$ cat src/rtl/sdram_burst_dma_pkg.sv
// ----------------------------------------------------------------------------
// sdram_burst_dma_pkg: state type and register map (SDRAM_BURST_DMA_FILL_EN)
// Rev 1.0
// ----------------------------------------------------------------------------
`default_nettype none

package sdram_burst_dma_pkg;

  typedef enum logic [1:0] {
    IDLE = 2'd0,
    RD   = 2'd1,
    WR   = 2'd2,
    NEXT = 2'd3
  } state_t;

  localparam logic [3:0] ADDR_SRC0 = 4'd0;
  localparam logic [3:0] ADDR_SRC1 = 4'd1;
  localparam logic [3:0] ADDR_SRC2 = 4'd2;
  localparam logic [3:0] ADDR_DST0 = 4'd3;
  localparam logic [3:0] ADDR_DST1 = 4'd4;
  localparam logic [3:0] ADDR_DST2 = 4'd5;
  localparam logic [3:0] ADDR_CNT0 = 4'd6;
  localparam logic [3:0] ADDR_CNT1 = 4'd7;
  localparam logic [3:0] ADDR_CTRL = 4'd8;

  localparam int CTL_START  = 0;
  localparam int CTL_ABORT  = 1;
  localparam int CTL_INT_EN = 2;
  localparam int CTL_CLEAR  = 3;

  localparam int STS_BUSY    = 0;
  localparam int STS_DONE    = 1;
  localparam int STS_INT_EN  = 2;
  localparam int STS_ABORTED = 3;

`ifdef SDRAM_BURST_DMA_FILL_EN
  localparam logic [3:0] ADDR_FILL_LO = 4'd9;
  localparam logic [3:0] ADDR_FILL_HI = 4'd10;
  localparam int CTL_FILL = 4;
  localparam int STS_FILL = 4;
`endif

endpackage

`default_nettype wire

$ cat src/rtl/sdram_burst_dma_buffer.sv
// ----------------------------------------------------------------------------
// burst_buffer: 4x16 word store, offset-indexed write, combinational read
// Rev 1.0
// ----------------------------------------------------------------------------
`default_nettype none

module burst_buffer (
  input  logic        clk,
  input  logic        rst,
  input  logic        we,
  input  logic [1:0]  waddr,
  input  logic [15:0] wdata,
  input  logic [1:0]  raddr,
  output logic [15:0] rdata
);

  logic [15:0] r_mem [4];

  always_ff @(posedge clk or posedge rst) begin
    if (rst) begin
      for (int i = 0; i < 4; i++) r_mem[i] <= '0;
    end else if (we) begin
      r_mem[waddr] <= wdata;
    end
  end

  assign rdata = r_mem[raddr];

endmodule

`default_nettype wire

$ cat src/rtl/sdram_burst_dma.sv
// ----------------------------------------------------------------------------
// sdram_burst_dma: IO-mapped 4-word burst copy engine (option SDRAM_BURST_DMA_FILL_EN)
// Rev 1.0
// ----------------------------------------------------------------------------
`default_nettype none

module sdram_burst_dma (
  input  logic        clk,
  input  logic        rst,
  input  logic        ce,
  input  logic        wren,
  input  logic [3:0]  A,
  input  logic [7:0]  from_cpu,
  output logic [7:0]  to_cpu,
  output logic        dma_int,
  output logic        mem_req,
  output logic        mem_wren,
  output logic [23:0] mem_addr,
  output logic [15:0] to_mem,
  input  logic [15:0] from_mem,
  input  logic [1:0]  mem_offset,
  input  logic        mem_ready
);
  import sdram_burst_dma_pkg::*;

  state_t      r_state;
  logic [23:0] r_src;
  logic [23:0] r_dst;
  logic [15:0] r_count;
  logic        r_int_en;
  logic        r_done;
  logic        r_aborted;
  logic        r_abort_pending;

  logic        w_busy;
  logic        w_wr;
  logic        w_cfg_wr;
  logic        w_ctrl_wr;
  logic        w_fill;
  logic        w_start_fill;
  logic        w_last_word;
  logic [23:0] w_src_inc;
  logic [23:0] w_dst_inc;
  logic [15:0] w_buf_rd;
  logic [7:0]  w_status;
  logic [7:0]  w_rd_data;

  assign w_busy      = (r_state != IDLE);
  assign w_wr        = ce & wren;
  assign w_cfg_wr    = w_wr & ~w_busy;
  assign w_ctrl_wr   = w_wr && (A == ADDR_CTRL);
  assign w_last_word = mem_ready && (mem_offset == 2'd3);
  assign w_src_inc   = r_src + 24'd4;
  assign w_dst_inc   = r_dst + 24'd4;

`ifdef SDRAM_BURST_DMA_FILL_EN
  logic       r_fill_mode;
  logic [7:0] r_fill_lo;
  logic [7:0] r_fill_hi;
  assign w_fill       = r_fill_mode;
  assign w_start_fill = from_cpu[CTL_FILL];
  assign to_mem       = r_fill_mode ? {r_fill_hi, r_fill_lo} : w_buf_rd;
`else
  assign w_fill       = 1'b0;
  assign w_start_fill = 1'b0;
  assign to_mem       = w_buf_rd;
`endif

  burst_buffer u_buf (
    .clk   (clk),
    .rst   (rst),
    .we    ((r_state == RD) && mem_ready),
    .waddr (mem_offset),
    .wdata (from_mem),
    .raddr (mem_offset),
    .rdata (w_buf_rd)
  );

  always_comb begin
    w_status              = 8'h00;
    w_status[STS_BUSY]    = w_busy;
    w_status[STS_DONE]    = r_done;
    w_status[STS_INT_EN]  = r_int_en;
    w_status[STS_ABORTED] = r_aborted;
`ifdef SDRAM_BURST_DMA_FILL_EN
    w_status[STS_FILL]    = r_fill_mode;
`endif
  end

  always_comb begin
    w_rd_data = 8'h00;
    case (A)
      ADDR_SRC0:    w_rd_data = r_src[7:0];
      ADDR_SRC1:    w_rd_data = r_src[15:8];
      ADDR_SRC2:    w_rd_data = r_src[23:16];
      ADDR_DST0:    w_rd_data = r_dst[7:0];
      ADDR_DST1:    w_rd_data = r_dst[15:8];
      ADDR_DST2:    w_rd_data = r_dst[23:16];
      ADDR_CNT0:    w_rd_data = r_count[7:0];
      ADDR_CNT1:    w_rd_data = r_count[15:8];
      ADDR_CTRL:    w_rd_data = w_status;
`ifdef SDRAM_BURST_DMA_FILL_EN
      ADDR_FILL_LO: w_rd_data = r_fill_lo;
      ADDR_FILL_HI: w_rd_data = r_fill_hi;
`endif
      default:      w_rd_data = 8'h00;
    endcase
  end

  always_ff @(posedge clk or posedge rst) begin
    if (rst) begin
      r_state         <= IDLE;
      r_src           <= '0;
      r_dst           <= '0;
      r_count         <= '0;
      r_int_en        <= 1'b0;
      r_done          <= 1'b0;
      r_aborted       <= 1'b0;
      r_abort_pending <= 1'b0;
      to_cpu          <= '0;
      dma_int         <= 1'b0;
      mem_req         <= 1'b0;
      mem_wren        <= 1'b0;
      mem_addr        <= '0;
`ifdef SDRAM_BURST_DMA_FILL_EN
      r_fill_mode     <= 1'b0;
      r_fill_lo       <= '0;
      r_fill_hi       <= '0;
`endif
    end else begin
      if (ce) to_cpu <= w_rd_data;
      dma_int <= r_done & r_int_en;

      if (w_cfg_wr) begin
        case (A)
          ADDR_SRC0:    r_src[7:0]     <= from_cpu;
          ADDR_SRC1:    r_src[15:8]    <= from_cpu;
          ADDR_SRC2:    r_src[23:16]   <= from_cpu;
          ADDR_DST0:    r_dst[7:0]     <= from_cpu;
          ADDR_DST1:    r_dst[15:8]    <= from_cpu;
          ADDR_DST2:    r_dst[23:16]   <= from_cpu;
          ADDR_CNT0:    r_count[7:0]   <= from_cpu;
          ADDR_CNT1:    r_count[15:8]  <= from_cpu;
`ifdef SDRAM_BURST_DMA_FILL_EN
          ADDR_FILL_LO: r_fill_lo      <= from_cpu;
          ADDR_FILL_HI: r_fill_hi      <= from_cpu;
          ADDR_CTRL:    r_fill_mode    <= from_cpu[CTL_FILL];
`endif
          default: ;
        endcase
      end

      // Clear is applied before the FSM so a same-write start can set done again.
      if (w_ctrl_wr) begin
        r_int_en <= from_cpu[CTL_INT_EN];
        if (from_cpu[CTL_CLEAR]) begin
          r_done    <= 1'b0;
          r_aborted <= 1'b0;
        end
        if (w_busy && from_cpu[CTL_ABORT]) r_abort_pending <= 1'b1;
      end

      case (r_state)
        IDLE: begin
          if (w_ctrl_wr && from_cpu[CTL_START]) begin
            if (r_count == 16'd0) begin
              r_done <= 1'b1;
            end else begin
              r_state  <= w_start_fill ? WR : RD;
              mem_req  <= 1'b1;
              mem_wren <= w_start_fill;
              mem_addr <= w_start_fill ? {r_dst[23:2], 2'b00} : {r_src[23:2], 2'b00};
            end
          end
        end
        RD: begin
          if (w_last_word) begin
            r_state  <= WR;
            mem_wren <= 1'b1;
            mem_addr <= {r_dst[23:2], 2'b00};
          end
        end
        WR: begin
          if (w_last_word) begin
            r_state  <= NEXT;
            mem_req  <= 1'b0;
            mem_wren <= 1'b0;
            mem_addr <= '0;
          end
        end
        NEXT: begin
          r_dst   <= w_dst_inc;
          r_src   <= w_fill ? r_src : w_src_inc;
          r_count <= r_count - 16'd1;
          if (r_count == 16'd1) begin
            r_done          <= 1'b1;
            r_abort_pending <= 1'b0;
            r_state         <= IDLE;
          end else if (r_abort_pending) begin
            r_aborted       <= 1'b1;
            r_abort_pending <= 1'b0;
            r_state         <= IDLE;
          end else begin
            r_state  <= w_fill ? WR : RD;
            mem_req  <= 1'b1;
            mem_wren <= w_fill;
            mem_addr <= w_fill ? {w_dst_inc[23:2], 2'b00} : {w_src_inc[23:2], 2'b00};
          end
        end
        default: r_state <= IDLE;
      endcase
    end
  end

endmodule

`default_nettype wire

$ cat config.mk
export PLATFORM = sky130hd
export DESIGN_NAME = sdram_burst_dma
export DESIGN_NICKNAME = d
export VERILOG_FILES = /design/src/rtl/sdram_burst_dma_pkg.sv /design/src/rtl/sdram_burst_dma_buffer.sv /design/src/rtl/sdram_burst_dma.sv
export SDC_FILE = /design/constraint.sdc
export NUM_CORES = 1
export LEC_CHECK = 0
export BUFFER_PORTS_ARGS = -buffer_cell sky130_fd_sc_hd__buf_4
export CAP_MARGIN = 20
export CORE_MARGIN = 5
export CORE_UTILIZATION = 50
export CTS_CLUSTER_SIZE = 20
export DETAILED_ROUTE_END_ITERATION = 10
export MAX_ROUTING_LAYER = met4
export PLACE_DENSITY = 0.77
export SLEW_MARGIN = 10
export SYNTH_ARGS = -nofsm -noshare
export SYNTH_HDL_FRONTEND = slang
export SYNTH_SLANG_ARGS = --single-unit
$ cat constraint.sdc
create_clock -name clk -period 4.5 [get_ports clk]
set_input_delay 0.225 -clock clk [delete_from_list [all_inputs] [get_ports clk]]
set_output_delay 0.225 -clock clk [all_outputs]
set_load 0.01 [all_outputs]
==> summary.md <==
| Metric | Value |
|---|---|
| Outcome | `completed` |
| Detailed-routing iteration count for the pre-antenna-repair pass | `5` |
| Crit path kind | `flop to flop` |
| Routability-driven placement congestion ratio | `1.04` |
| Simple-Gate Fraction of Synth Area | `0.154` |
| Std-Cell Rows | `51` |
| List of cells traversed by the critical path | `ha_4 -> buf_4 -> nand4_1 -> nor4_1 -> a21oi_1 -> o21ai_0 -> mux2_4` |
| Setup repair after global routing missed its margin | `false` |
| Final Hold Viols | `0` |
| Proportion of register bits with asynchronous set or reset after synthesis | `1.00` |
| Root cell of the clock tree | `sky130_fd_sc_hd__clkbuf_16` |
| Max-Slew Margin vs Limit | `0.294` |
| Number of nets still failing antenna checks after routing | `0` |
| Dominant register cell in the synthesized netlist | `sky130_fd_sc_hd__dfrtp_1` |
| Switching power | `3.31 mW` |
| Post-CTS setup buffers | `0` |
| Hold Crit Class | `primary input to async pin` |
| Hold buffer count at CTS | `0` |
| Global-route wire length before repair | `44900 um` |
| Synth unique cells | `78` |
| Syn Area/Cell | `9.87 um^2` |
| Placeable core region | `0.0194 mm^2` |
| Required time worst endpoint | `4.87 ns` |
| Initial detailed-routing violation count | `1199` |
| Leakage power figure | `4.57 nW` |
| Area Growth Syn to Fin | `13.2%` |
| Number of global-route vias before repair | `8005` |
| Wire length after detailed routing | `28700 um` |
| Largest stage delay on the critical path | `0.71 ns` |
| Combined global-route utilization of all metal layers | `0.264` |
| Post-synthesis cell type with the largest combined area | `sky130_fd_sc_hd__dfrtp_1` |
| Largest net degree at the start of global routing | `168` |
| Maximum fanout along the worst path | `80` |
| Dominant combinational cell family by area after synthesis | `compound AO/OA/AOI/OAI gates` |
| Internal | `4.58 mW` |
| Remaining global-route overflow | `0` |
| Fin. max-slew vios | `0` |
| Most area-consuming cells after synthesis | `sky130_fd_sc_hd__dfrtp_1 43%, sky130_fd_sc_hd__mux2_2 8.6%, sky130_fd_sc_hd__mux4_2 3.7%` |
| Setup-failing EPs final | `0` |
| Routed vias | `8533` |
| Final clock skew | `0.00999 ns` |
| Compound-gate portion of the synthesized area | `0.195` |
| Area share of fa/ha/maj cells after synthesis | `0.0102` |
| Startpoint Class | `flop` |
| Maximum clock insertion buffer count | `2` |
| Xor and xnor area share after synthesis | `0.00892` |
| Multiplexer fraction of the synthesized cell area | `0.156` |
| Number of levels in the clock H-tree | `4` |
| Post-Place Worst Slack | `1.75 ns` |
| Sequential share of the synthesized area | `0.426` |
| Total negative setup slack | `0 ns` |
| Starting density of the core | `0.506` |
| Logic gate share of total power | `0.438` |
| Detail-routed net length per standard cell | `22.1 um` |
| Clk_lat worst skew | `0.44 ns` |
| Clock power share | `0.184` |
| Height of the chip | `150 um` |
| Nature of the critical path endpoint | `flop` |
| Inserted Diodes | `0` |
| Power density over the cells | `710 mW/mm^2` |
| Critical Path Slowest Stage Cell | `sky130_fd_sc_hd__buf_4` |
| Peak supply drop | `394 uV` |
| Top-area cell type share of the netlist area | `0.426` |
| Synthesis-stage register bit count | `167` |
| Die outline area | `0.0225 mm^2` |
| Max-Cap Viols | `0` |
| Count of yosys warnings during synthesis | `0` |
| I/O Pins | `86` |
| IO Port Bufs | `83` |
| Number of flops mapped to enable cells by yosys | `0` |
| Clock edge transition at the registers on the reported setup and hold paths | `0.08 ns` |
| Number of gates resized after CTS | `0` |
| Count leader, synth | `sky130_fd_sc_hd__dfrtp_1` |
| Average via count per standard cell | `6.55` |
| Gate count after technology mapping | `994` |
| Final clock period utilization by the worst path | `0.637` |
| Switching portion of total power | `0.420` |
| Number of nets at the end of the flow | `1067` |
| TritonCTS clock tree | `built` |
| Die X-Extent | `150 um` |
| Critical path arrival | `3.24 ns` |
| Sequential fraction of design power | `0.378` |
| Fraction of layout cells with a size suffix above 1 | `0.241` |
| Remaining DRCs | `0` |
| Antenna violations before repair | `0` |
| Minimum clock period after layout | `2.87 ns` |
| Cell types with the highest counts after synthesis | `167 x sky130_fd_sc_hd__dfrtp_1, 90 x sky130_fd_sc_hd__nand2_1, 75 x sky130_fd_sc_hd__mux2_2, 64 x sky130_fd_sc_hd__a21oi_1, 58 x sky130_fd_sc_hd__clkbuf_1` |
| Worst path setup slack after routing | `1.63 ns` |
| DP Wirelength | `19900 um` |
| Worst slew pin tran | `1.06 ns` |
| Total CTS buffers | `17` |
| Area of the mapped netlist | `0.00982 mm^2` |
| Max Freq | `349 MHz` |
| Number of sinks handled by clock tree synthesis | `167` |
power groups by stage:
stage                     logic, mW  registers, mW  clock network [mW]
after floorplan                2.72           2.61                   0
after global placement         3.33           2.94                   0
after detailed placement       3.43           2.97                   0
after CTS                      3.44           2.95                1.47
after global routing           3.78           3.05                1.54
final                          3.45           2.98                1.45
worst paths after layout:
| kind | start | to | slack [ns] | cells past startpoint |
|---|---|---|---|---|
| min in group clk | from_mem[3] | u_buf.r_mem[51] | 0.04 | 2 |
| max in group asynchronous | rst | r_src[17] | 3.76 | 3 |
| hold reg to reg | to_cpu[7] | to_cpu[7] | 0.49 | 1 |
| setup / recovery | r_state[0] | mem_addr[11] | 1.63 | 7 |
| hold / removal | rst | u_buf.r_mem[0] | 0.02 | 3 |
| setup reg to reg | r_state[0] | mem_addr[11] | 1.63 | 7 |
state kept, by name, summed over array words and instances (netlist names):
signal           cells
mem_req              1
mem_addr            22
r_done               1
r_dst               24
r_abort_pending      1
r_src               24
r_state              2
u_buf.r_mem         64
dma_int              1
r_int_en             1
r_aborted            1
mem_wren             1
r_count             16
to_cpu               8
kinds of logic after synthesis:
logic type	count (synthesis)
AO/OA/AOI/OAI	284
XOR/XNOR	10
adder cells (fa/ha/maj)	8
buffers and inverters	113
flip-flops	167
multiplexers	116
other	1
AND/OR/NAND/NOR	295
cell type report:
cell class | instances | area [um^2]
clock inverters | 15 | 155
flip-flops and latches | 167 | 4180
well taps | 265 | 332
inverters | 26 | 101
repair buffers | 97 | 753
clock buffers | 17 | 425
fillers | 1701 | 8280
multi-input cells | 715 | 5170
critical path, delay by kind of cell (launching register included):
family                   cells  cell delay, ns
AO/OA/AOI/OAI                2            0.31
multiplexers                 1            0.20
flip-flops                   1            0.49
AND/OR/NAND/NOR              2            0.49
buffers and inverters        1            0.71
adder cells (fa/ha/maj)      1            0.57
through the flow:
step                cells  power (mW)  utilization  cell area [um^2]  hold WS (ns)
floorplan             995        5.33            -              9820         0.345
global placement     1269        6.27        0.543             10500         0.470
detailed placement   1269        6.40        0.543             10500         0.484
CTS                  1301        7.86        0.573             11100        0.0325
global route         1302        8.37        0.573             11100        0.0299
finish               1302        7.89        0.573             11100        0.0193
placed cells by master, fill, tap and decap left out, types with 14 or more instances in the layout:
cell type                     n
sky130_fd_sc_hd__buf_4       94
sky130_fd_sc_hd__a21oi_1     64
sky130_fd_sc_hd__nor3_1      24
sky130_fd_sc_hd__a22oi_1     17
sky130_fd_sc_hd__o21ai_0     43
sky130_fd_sc_hd__nor2_1      50
sky130_fd_sc_hd__nand3_1     32
sky130_fd_sc_hd__mux2_2      75
sky130_fd_sc_hd__nand2_1     90
sky130_fd_sc_hd__a31oi_1     35
sky130_fd_sc_hd__clkbuf_16   17
sky130_fd_sc_hd__mux2_4      15
sky130_fd_sc_hd__dfrtp_1    167
sky130_fd_sc_hd__mux4_2      16
sky130_fd_sc_hd__inv_1       25
sky130_fd_sc_hd__nand4_1     14
routing by layer:
metal / global-route usage / up-vias / wire length [um]
met5: - / - / 0
met4: 0.117 / 0 / 1320
met3: 0.0518 / 100 / 2660
met2: 0.393 / 487 / 13200
met1: 0.354 / 4155 / 11600
li1: - / 3791 / -
(Power assumes the default switching activity.)
